[src/rtl/acc_feeder_if.sv]
//------------------------------------------------------------------------------
// Module      : acc_feeder_if
// Description : Operand-source, control and accumulator-core signals of acc_feeder.
// Revision    : 1.0 - initial release
//------------------------------------------------------------------------------
`timescale 1ns/1ps
`default_nettype none

interface acc_feeder_if #(
    parameter int IN_DATA_WIDTH = 8,
    parameter int DWIDTH        = IN_DATA_WIDTH * 4,
    parameter int DEPTH_LOG2    = 4
);
    logic                     wr_en_i;
    logic [IN_DATA_WIDTH-1:0] wr_data_i;
    logic                     full_o;
    logic [DEPTH_LOG2:0]      count_o;
    logic                     start_i;
    logic [DEPTH_LOG2:0]      num_i;
    logic                     busy_o;
    logic                     err_o;
    logic [IN_DATA_WIDTH-1:0] number_o;
    logic                     valid_o;
    logic                     run_o;
    logic                     acc_valid_i;
    logic [DWIDTH-1:0]        acc_result_i;
    logic                     done_o;
    logic [DWIDTH-1:0]        result_o;

    modport slave (
        input  wr_en_i, wr_data_i, start_i, num_i, acc_valid_i, acc_result_i,
        output full_o, count_o, busy_o, err_o, number_o, valid_o, run_o, done_o, result_o
    );

    modport master (
        output wr_en_i, wr_data_i, start_i, num_i, acc_valid_i, acc_result_i,
        input  full_o, count_o, busy_o, err_o, number_o, valid_o, run_o, done_o, result_o
    );
endinterface

`default_nettype wire

[src/rtl/acc_feeder.sv]
//------------------------------------------------------------------------------
// Module      : acc_feeder
// Description : FIFO-buffered burst initiator for the accumulator core; counts
//               returned beats and captures the final result with a done pulse.
// Revision    : 1.0 - initial release
//------------------------------------------------------------------------------
`timescale 1ns/1ps
`default_nettype none

module acc_feeder #(
    parameter int IN_DATA_WIDTH = 8,
    parameter int DWIDTH        = IN_DATA_WIDTH * 4,
    parameter int DEPTH_LOG2    = 4
) (
    input  wire logic     clk,
    input  wire logic     reset_n,
    acc_feeder_if.slave   bus
);
    localparam int                  DEPTH      = 2 ** DEPTH_LOG2;
    localparam logic [DEPTH_LOG2:0] FULL_COUNT = {1'b1, {DEPTH_LOG2{1'b0}}};

    localparam logic [1:0] S_IDLE = 2'd0;
    localparam logic [1:0] S_RUN  = 2'd1;
    localparam logic [1:0] S_WAIT = 2'd2;

    logic [1:0]               state_q, state_d;
    logic [IN_DATA_WIDTH-1:0] mem_q [DEPTH];
    logic [DEPTH_LOG2-1:0]    wr_ptr_q, rd_ptr_q;
    logic [DEPTH_LOG2:0]      count_q;
    logic [DEPTH_LOG2:0]      rem_q, rem_d;
    logic [DEPTH_LOG2:0]      ret_q, ret_d;
    logic [DEPTH_LOG2:0]      num_q, num_d;

    logic [IN_DATA_WIDTH-1:0] number_q;
    logic                     valid_q;
    logic                     run_q;
    logic                     err_q;
    logic                     done_q;
    logic [DWIDTH-1:0]        result_q;

    logic w_full, w_push, w_start_ok, w_start_bad, w_issue, w_busy, w_ret_hit;

    assign w_full     = (count_q == FULL_COUNT);
    assign w_push     = bus.wr_en_i && !w_full;
    assign w_start_ok = bus.start_i && (bus.num_i != '0) && (bus.num_i <= count_q);
    assign w_start_bad = (state_q == S_IDLE) && bus.start_i && !w_start_ok;
    assign w_ret_hit  = w_busy && bus.acc_valid_i && ((ret_q + 1'b1) == num_q);

    // State register
    always_ff @(posedge clk or negedge reset_n) begin
        if (!reset_n) begin
            state_q <= S_IDLE;
        end else begin
            state_q <= state_d;
        end
    end

    // Next-state and burst counters; rem counts beats still to issue after this one
    always_comb begin
        state_d = state_q;
        rem_d   = rem_q;
        ret_d   = ret_q;
        num_d   = num_q;
        case (state_q)
            S_IDLE: begin
                if (bus.start_i && w_start_ok) begin
                    num_d   = bus.num_i;
                    ret_d   = '0;
                    rem_d   = bus.num_i - 1'b1;
                    state_d = (bus.num_i == 1) ? S_WAIT : S_RUN;
                end
            end
            S_RUN: begin
                rem_d = rem_q - 1'b1;
                if (rem_q == 1) begin
                    state_d = S_WAIT;
                end
            end
            S_WAIT: ;
            default: state_d = S_IDLE;
        endcase
        if (w_busy && bus.acc_valid_i) begin
            ret_d = ret_q + 1'b1;
        end
        if (w_ret_hit) begin
            state_d = S_IDLE;
        end
    end

    // Output decode
    always_comb begin
        w_issue = 1'b0;
        w_busy  = 1'b0;
        case (state_q)
            S_IDLE: w_issue = w_start_ok;
            S_RUN: begin
                w_issue = 1'b1;
                w_busy  = 1'b1;
            end
            S_WAIT: w_busy = 1'b1;
            default: ;
        endcase
    end

    always_ff @(posedge clk) begin
        if (w_push) begin
            mem_q[wr_ptr_q] <= bus.wr_data_i;
        end
    end

    always_ff @(posedge clk or negedge reset_n) begin
        if (!reset_n) begin
            wr_ptr_q <= '0;
            rd_ptr_q <= '0;
            count_q  <= '0;
            rem_q    <= '0;
            ret_q    <= '0;
            num_q    <= '0;
        end else begin
            rem_q <= rem_d;
            ret_q <= ret_d;
            num_q <= num_d;
            if (w_push) begin
                wr_ptr_q <= wr_ptr_q + 1'b1;
            end
            if (w_issue) begin
                rd_ptr_q <= rd_ptr_q + 1'b1;
            end
            if (w_push && !w_issue) begin
                count_q <= count_q + 1'b1;
            end else if (!w_push && w_issue) begin
                count_q <= count_q - 1'b1;
            end
        end
    end

    // Registered core-facing and status outputs
    always_ff @(posedge clk or negedge reset_n) begin
        if (!reset_n) begin
            number_q <= '0;
            valid_q  <= 1'b0;
            run_q    <= 1'b0;
            err_q    <= 1'b0;
            done_q   <= 1'b0;
            result_q <= '0;
        end else begin
            valid_q <= w_issue;
            run_q   <= w_issue;
            err_q   <= w_start_bad;
            done_q  <= w_ret_hit;
            if (w_issue) begin
                number_q <= mem_q[rd_ptr_q];
            end
            if (w_ret_hit) begin
                result_q <= bus.acc_result_i;
            end
        end
    end

    assign bus.full_o   = w_full;
    assign bus.count_o  = count_q;
    assign bus.busy_o   = w_busy;
    assign bus.err_o    = err_q;
    assign bus.number_o = number_q;
    assign bus.valid_o  = valid_q;
    assign bus.run_o    = run_q;
    assign bus.done_o   = done_q;
    assign bus.result_o = result_q;

endmodule

`default_nettype wire

[src/flat_wrapper.sv]
// flat-port wrapper written by rule: the top's interface ports become plain ports
module acc_feeder_flat 
#(
    parameter int IN_DATA_WIDTH = 8,
    parameter int DWIDTH        = IN_DATA_WIDTH * 4,
    parameter int DEPTH_LOG2    = 4
)
  (clk, reset_n, bus_wr_en_i, bus_wr_data_i, bus_start_i, bus_num_i, bus_acc_valid_i, bus_acc_result_i, bus_full_o, bus_count_o, bus_busy_o, bus_err_o, bus_number_o, bus_valid_o, bus_run_o, bus_done_o, bus_result_o);
  acc_feeder_if #(.IN_DATA_WIDTH(IN_DATA_WIDTH), .DWIDTH(DWIDTH), .DEPTH_LOG2(DEPTH_LOG2)) bus_i ();
  input  wire logic clk;
  input  wire logic reset_n;
  input wire logic [$bits(bus_i.wr_en_i)-1:0] bus_wr_en_i;
  input wire logic [$bits(bus_i.wr_data_i)-1:0] bus_wr_data_i;
  input wire logic [$bits(bus_i.start_i)-1:0] bus_start_i;
  input wire logic [$bits(bus_i.num_i)-1:0] bus_num_i;
  input wire logic [$bits(bus_i.acc_valid_i)-1:0] bus_acc_valid_i;
  input wire logic [$bits(bus_i.acc_result_i)-1:0] bus_acc_result_i;
  output wire logic [$bits(bus_i.full_o)-1:0] bus_full_o;
  output wire logic [$bits(bus_i.count_o)-1:0] bus_count_o;
  output wire logic [$bits(bus_i.busy_o)-1:0] bus_busy_o;
  output wire logic [$bits(bus_i.err_o)-1:0] bus_err_o;
  output wire logic [$bits(bus_i.number_o)-1:0] bus_number_o;
  output wire logic [$bits(bus_i.valid_o)-1:0] bus_valid_o;
  output wire logic [$bits(bus_i.run_o)-1:0] bus_run_o;
  output wire logic [$bits(bus_i.done_o)-1:0] bus_done_o;
  output wire logic [$bits(bus_i.result_o)-1:0] bus_result_o;
  assign bus_i.wr_en_i = bus_wr_en_i;
  assign bus_i.wr_data_i = bus_wr_data_i;
  assign bus_i.start_i = bus_start_i;
  assign bus_i.num_i = bus_num_i;
  assign bus_i.acc_valid_i = bus_acc_valid_i;
  assign bus_i.acc_result_i = bus_acc_result_i;
  assign bus_full_o = bus_i.full_o;
  assign bus_count_o = bus_i.count_o;
  assign bus_busy_o = bus_i.busy_o;
  assign bus_err_o = bus_i.err_o;
  assign bus_number_o = bus_i.number_o;
  assign bus_valid_o = bus_i.valid_o;
  assign bus_run_o = bus_i.run_o;
  assign bus_done_o = bus_i.done_o;
  assign bus_result_o = bus_i.result_o;
  acc_feeder #(.IN_DATA_WIDTH(IN_DATA_WIDTH), .DWIDTH(DWIDTH), .DEPTH_LOG2(DEPTH_LOG2)) u_core (.clk(clk), .reset_n(reset_n), .bus(bus_i));
endmodule
[config.mk]
export PLATFORM = sky130hd
export DESIGN_NAME = acc_feeder_flat
export DESIGN_NICKNAME = d
export VERILOG_FILES = /design/src/rtl/acc_feeder_if.sv /design/src/rtl/acc_feeder.sv /design/src/flat_wrapper.sv
export SDC_FILE = /design/constraint.sdc
export NUM_CORES = 1
export LEC_CHECK = 0
export BUFFER_PORTS_ARGS = -buffer_cell sky130_fd_sc_hd__buf_2
export CAP_MARGIN = 20
export CORE_ASPECT_RATIO = 1.2
export CORE_MARGIN = 2
export CORE_UTILIZATION = 52
export DETAILED_ROUTE_END_ITERATION = 6
export PLACE_DENSITY = 0.71
export SYNTH_ARGS = -nofsm -noshare
export SYNTH_HDL_FRONTEND = slang
export SYNTH_SLANG_ARGS = --single-unit
[constraint.sdc]
create_clock -name clk -period 5.3 [get_ports clk]
set_input_delay 0.265 -clock clk [delete_from_list [all_inputs] [get_ports clk]]
set_output_delay 0.265 -clock clk [all_outputs]
set_load 0.02 [all_outputs]
==> impl_metrics.yaml <==
min_path:
  hold_end: "u_core.num_q[4]"
  min_path_cells: 2
  min_path_type: "in -> reg"
  hp-start: "bus_num_i[4]"
logic_synthesis:
  synth-seq-cells: 201
  synth_top_area_cell: "edfxtp_1"
  synth_nets: 605
  avgSynthCellArea_um2: 16.16
  synth_ff_type: "edfxtp_1"
  synth.top_cell.area_share: 0.4478
  syn_inst: 531
  ys_seq_area_frac: 0.6606
  yosys_warnings: 0
  ys_async_sr_fraction: 0.3632
  synth_enable_flop_cells: 128
  ys_top_cells_by_area: "edfxtp_1 45%, dfrtp_1 21%, mux4_2 8.7%"
  netlist_area_um2: 8583
  synth_cell_types: 54
timing:
  setup_tns_ns: 0
  drv_slew: 0
  hold_viol: 0
  fin_crit_sh: 0.6976
  setup_violations: 0
  final.setup_skew_ns: 0.01293
  fmax_ghz: 0.2705
  grt_setup_unrepaired: "no"
  slew_headroom: 0.3985
  tightest_slew_ns: 0.8990
  period_minus_slack_ns: 3.697
cells_and_area:
  final_cell_mix: "128 x edfxtp_1, 99 x buf_2, 72 x dfrtp_1, 41 x mux2_1"
  layout-drive-gt1-share: 0.2640
  antenna_cells: 0
  instances_no_fill: 890
  final_core_util: 0.6321
  nNetsFinal: 738
  final_common_cell: "edfxtp_1"
  areaGrowthSynthToFinish_pct: 19.36
  design_area_um2: 10240
global_routing:
  grt_max_degree: 74
  grt_first_pass_wirelength_mm: 27.13
  grt_pass1_vias: 5261
  antenna_found_initial: 0
  grt_usage: 0.1995
  grt_remaining_overflow: 0
setup_path:
  critPathKind: "reg -> reg"
  r2r_end: "u_core.bus.count_o[4]"
  worstPathMaxFanout: 13
  r2r_start: "u_core.bus.count_o[2]"
  crit_arrival_ns: 4.11
  start_kind: "flop"
  reg2reg_depth: 14
  r2r_setup_slack_ns: 1.60
  crit_path_end_kind: "flop"
  required_ns: 5.72
floorplan:
  coreArea_um2: 16210
  fp-row-count: 51
  die_w_um: 121.3
  io_pins: 101
  fp.dieArea_um2: 17550
  die_h_um: 144.7
  initial_core_util: 0.5296
drt:
  via_per_inst: 5.585
  totalWireLength_mm: 17.03
  wl_per_cell_um: 19.13
  drt_iter0_drc: 208
  ant_nets: 0
  drtPass1Iterations: 4
  drc: 0
  num_vias: 4971
clock_tree:
  cts_tree: "yes"
  cts_max_level: 1
  cts-root-buf: "clkbuf_16"
  clkSlewWorstSetupHoldPaths_ns: 0.06
  cts.path.max_buffers: 3
  clock_sinks: 201
  cts.repair.resized: 0
  clk_latency_ns: 0.50
  hold_buffers: 33
  numCtsBuffers: 20
  cts_setup_buffers: 0
power_and_ir_drop:
  ir_worst_vdd_v: 0.0003245
  leakagePower_nw: 4.076
  power_mw: 5.665
  cellPowerDensity_nw_per_um2: 552.9
placed_design:
  place_inst: 821
  dpl_cell_area_um2: 9265
  gp_congestion: 0.8239
  dpl.hpwl_mm: 11.17
  portBuffers: 100
job:
  max_cap_violations: 0
run_status:
  status: "complete, no violations"
## synth_stat cells, types with 2 or more instances
master and count:
nand2b_1 10, o211ai_1 3, a221oi_1 2, nor3_1 7
nand3_1 7, inv_1 18, ha_1 23, dfrtp_1 73
o221a_1 2, mux4_2 33, a21o_1 3, a31o_1 2
nand2_1 20, nor3b_1 5, mux2i_1 5, clkbuf_1 12
xor2_1 10, nor2b_1 6, o21ai_1 8, o21a_1 2
o2bb2ai_1 2, buf_4 4, and3_1 4, buf_1 5
buf_2 7, a22oi_1 14, mux2_1 41, o21ai_0 6
nand4_1 2, a21oi_1 10, xnor2_1 10, mux2_2 3
edfxtp_1 128, nor2_1 24
## worst max-delay path, cell delays in order, from the launching register on
cell and delay (ns):
dfrtp_1 0.39, inv_1 0.07, ha_1 0.33, o211ai_1 0.09
a21oi_1 0.25, o21ai_2 0.27, a21oi_4 0.52, ha_1 0.32
inv_1 0.11, ha_1 0.32, nor2b_1 0.14, o21a_1 0.17
or3_1 0.30, a21oi_1 0.19, xnor2_1 0.13
## cell type report
| class | count | area [µm²] |
|---|---|---|
| fillers | 1166 | 5963 |
| flip-flops and latches | 201 | 5672 |
| multi-input cells | 282 | 2701 |
| repair buffers | 140 | 885.9 |
| clock buffers | 28 | 550.5 |
| well taps | 212 | 265.3 |
| clock inverters | 8 | 98.84 |
| inverters | 19 | 71.32 |
## cells by family (layout without fill, tap and decap cells)
| logic type | Yosys count | count (layout) | share of synthesized area |
|---|---|---|---|
| simple gates | 93 | 93 | 0.05671 |
| flops | 201 | 201 | 0.6606 |
| compound gates | 63 | 63 | 0.05161 |
| fa+ha+maj | 24 | 24 | 0.03586 |
| mux | 82 | 82 | 0.1501 |
| buf+inv | 48 | 195 | 0.02463 |
| xor+xnor | 20 | 20 | 0.02041 |
## worst max-delay path by stage
stage	start	endpoint	slack, ns	cells past startpoint
final	u_core.bus.count_o[2]	u_core.bus.count_o[4]	1.60	14
after global routing	u_core.bus.count_o[1]	u_core.bus.count_o[4]	1.32	14
after CTS	u_core.bus.count_o[2]	u_core.bus.count_o[4]	1.58	14
after detailed placement	bus_num_i[0]	u_core.bus.count_o[4]	1.46	15
after global placement	bus_num_i[0]	u_core.bus.count_o[4]	1.61	15
after floorplan	u_core.bus.count_o[1]	u_core.bus.count_o[4]	2.11	15
## metrics by stage
step | hold slack (ns) | worst slack [ns]
detailed placement | 0.4588 | 1.455
global route | 0.06874 | 1.322
finish | 0.07516 | 1.603
global placement | 0.4413 | 1.609
floorplan | -0.03059 | 2.114
CTS | 0.06049 | 1.582
## registers in the layout (all words and copies together) (netlist names), 2 cells and up
signal / cells
u_core.bus.count_o: 5
u_core.bus.number_o: 8
u_core.bus.result_o: 32
u_core.mem_q: 128
u_core.num_q: 5
u_core.rd_ptr_q: 4
u_core.rem_q: 5
u_core.ret_q: 5
u_core.state_q: 2
u_core.wr_ptr_q: 4
## layer usage
metal	up-vias	wire, µm	global-route usage
met2	157	8768	0.3569
met5	-	0	0
met4	0	519	0.07925
met3	41	992	0.03566
li1	2276	-	-
met1	2497	6745	0.2403
## power breakdown
part | total (mW) | switching [mW] | internal, mW
logic | 2.00 | 1.11 | 0.889
registers | 2.28 | 0.251 | 2.02
clock network | 1.39 | 0.562 | 0.825
total | 5.66 | 1.93 | 3.74
(Power assumes the default switching activity.)
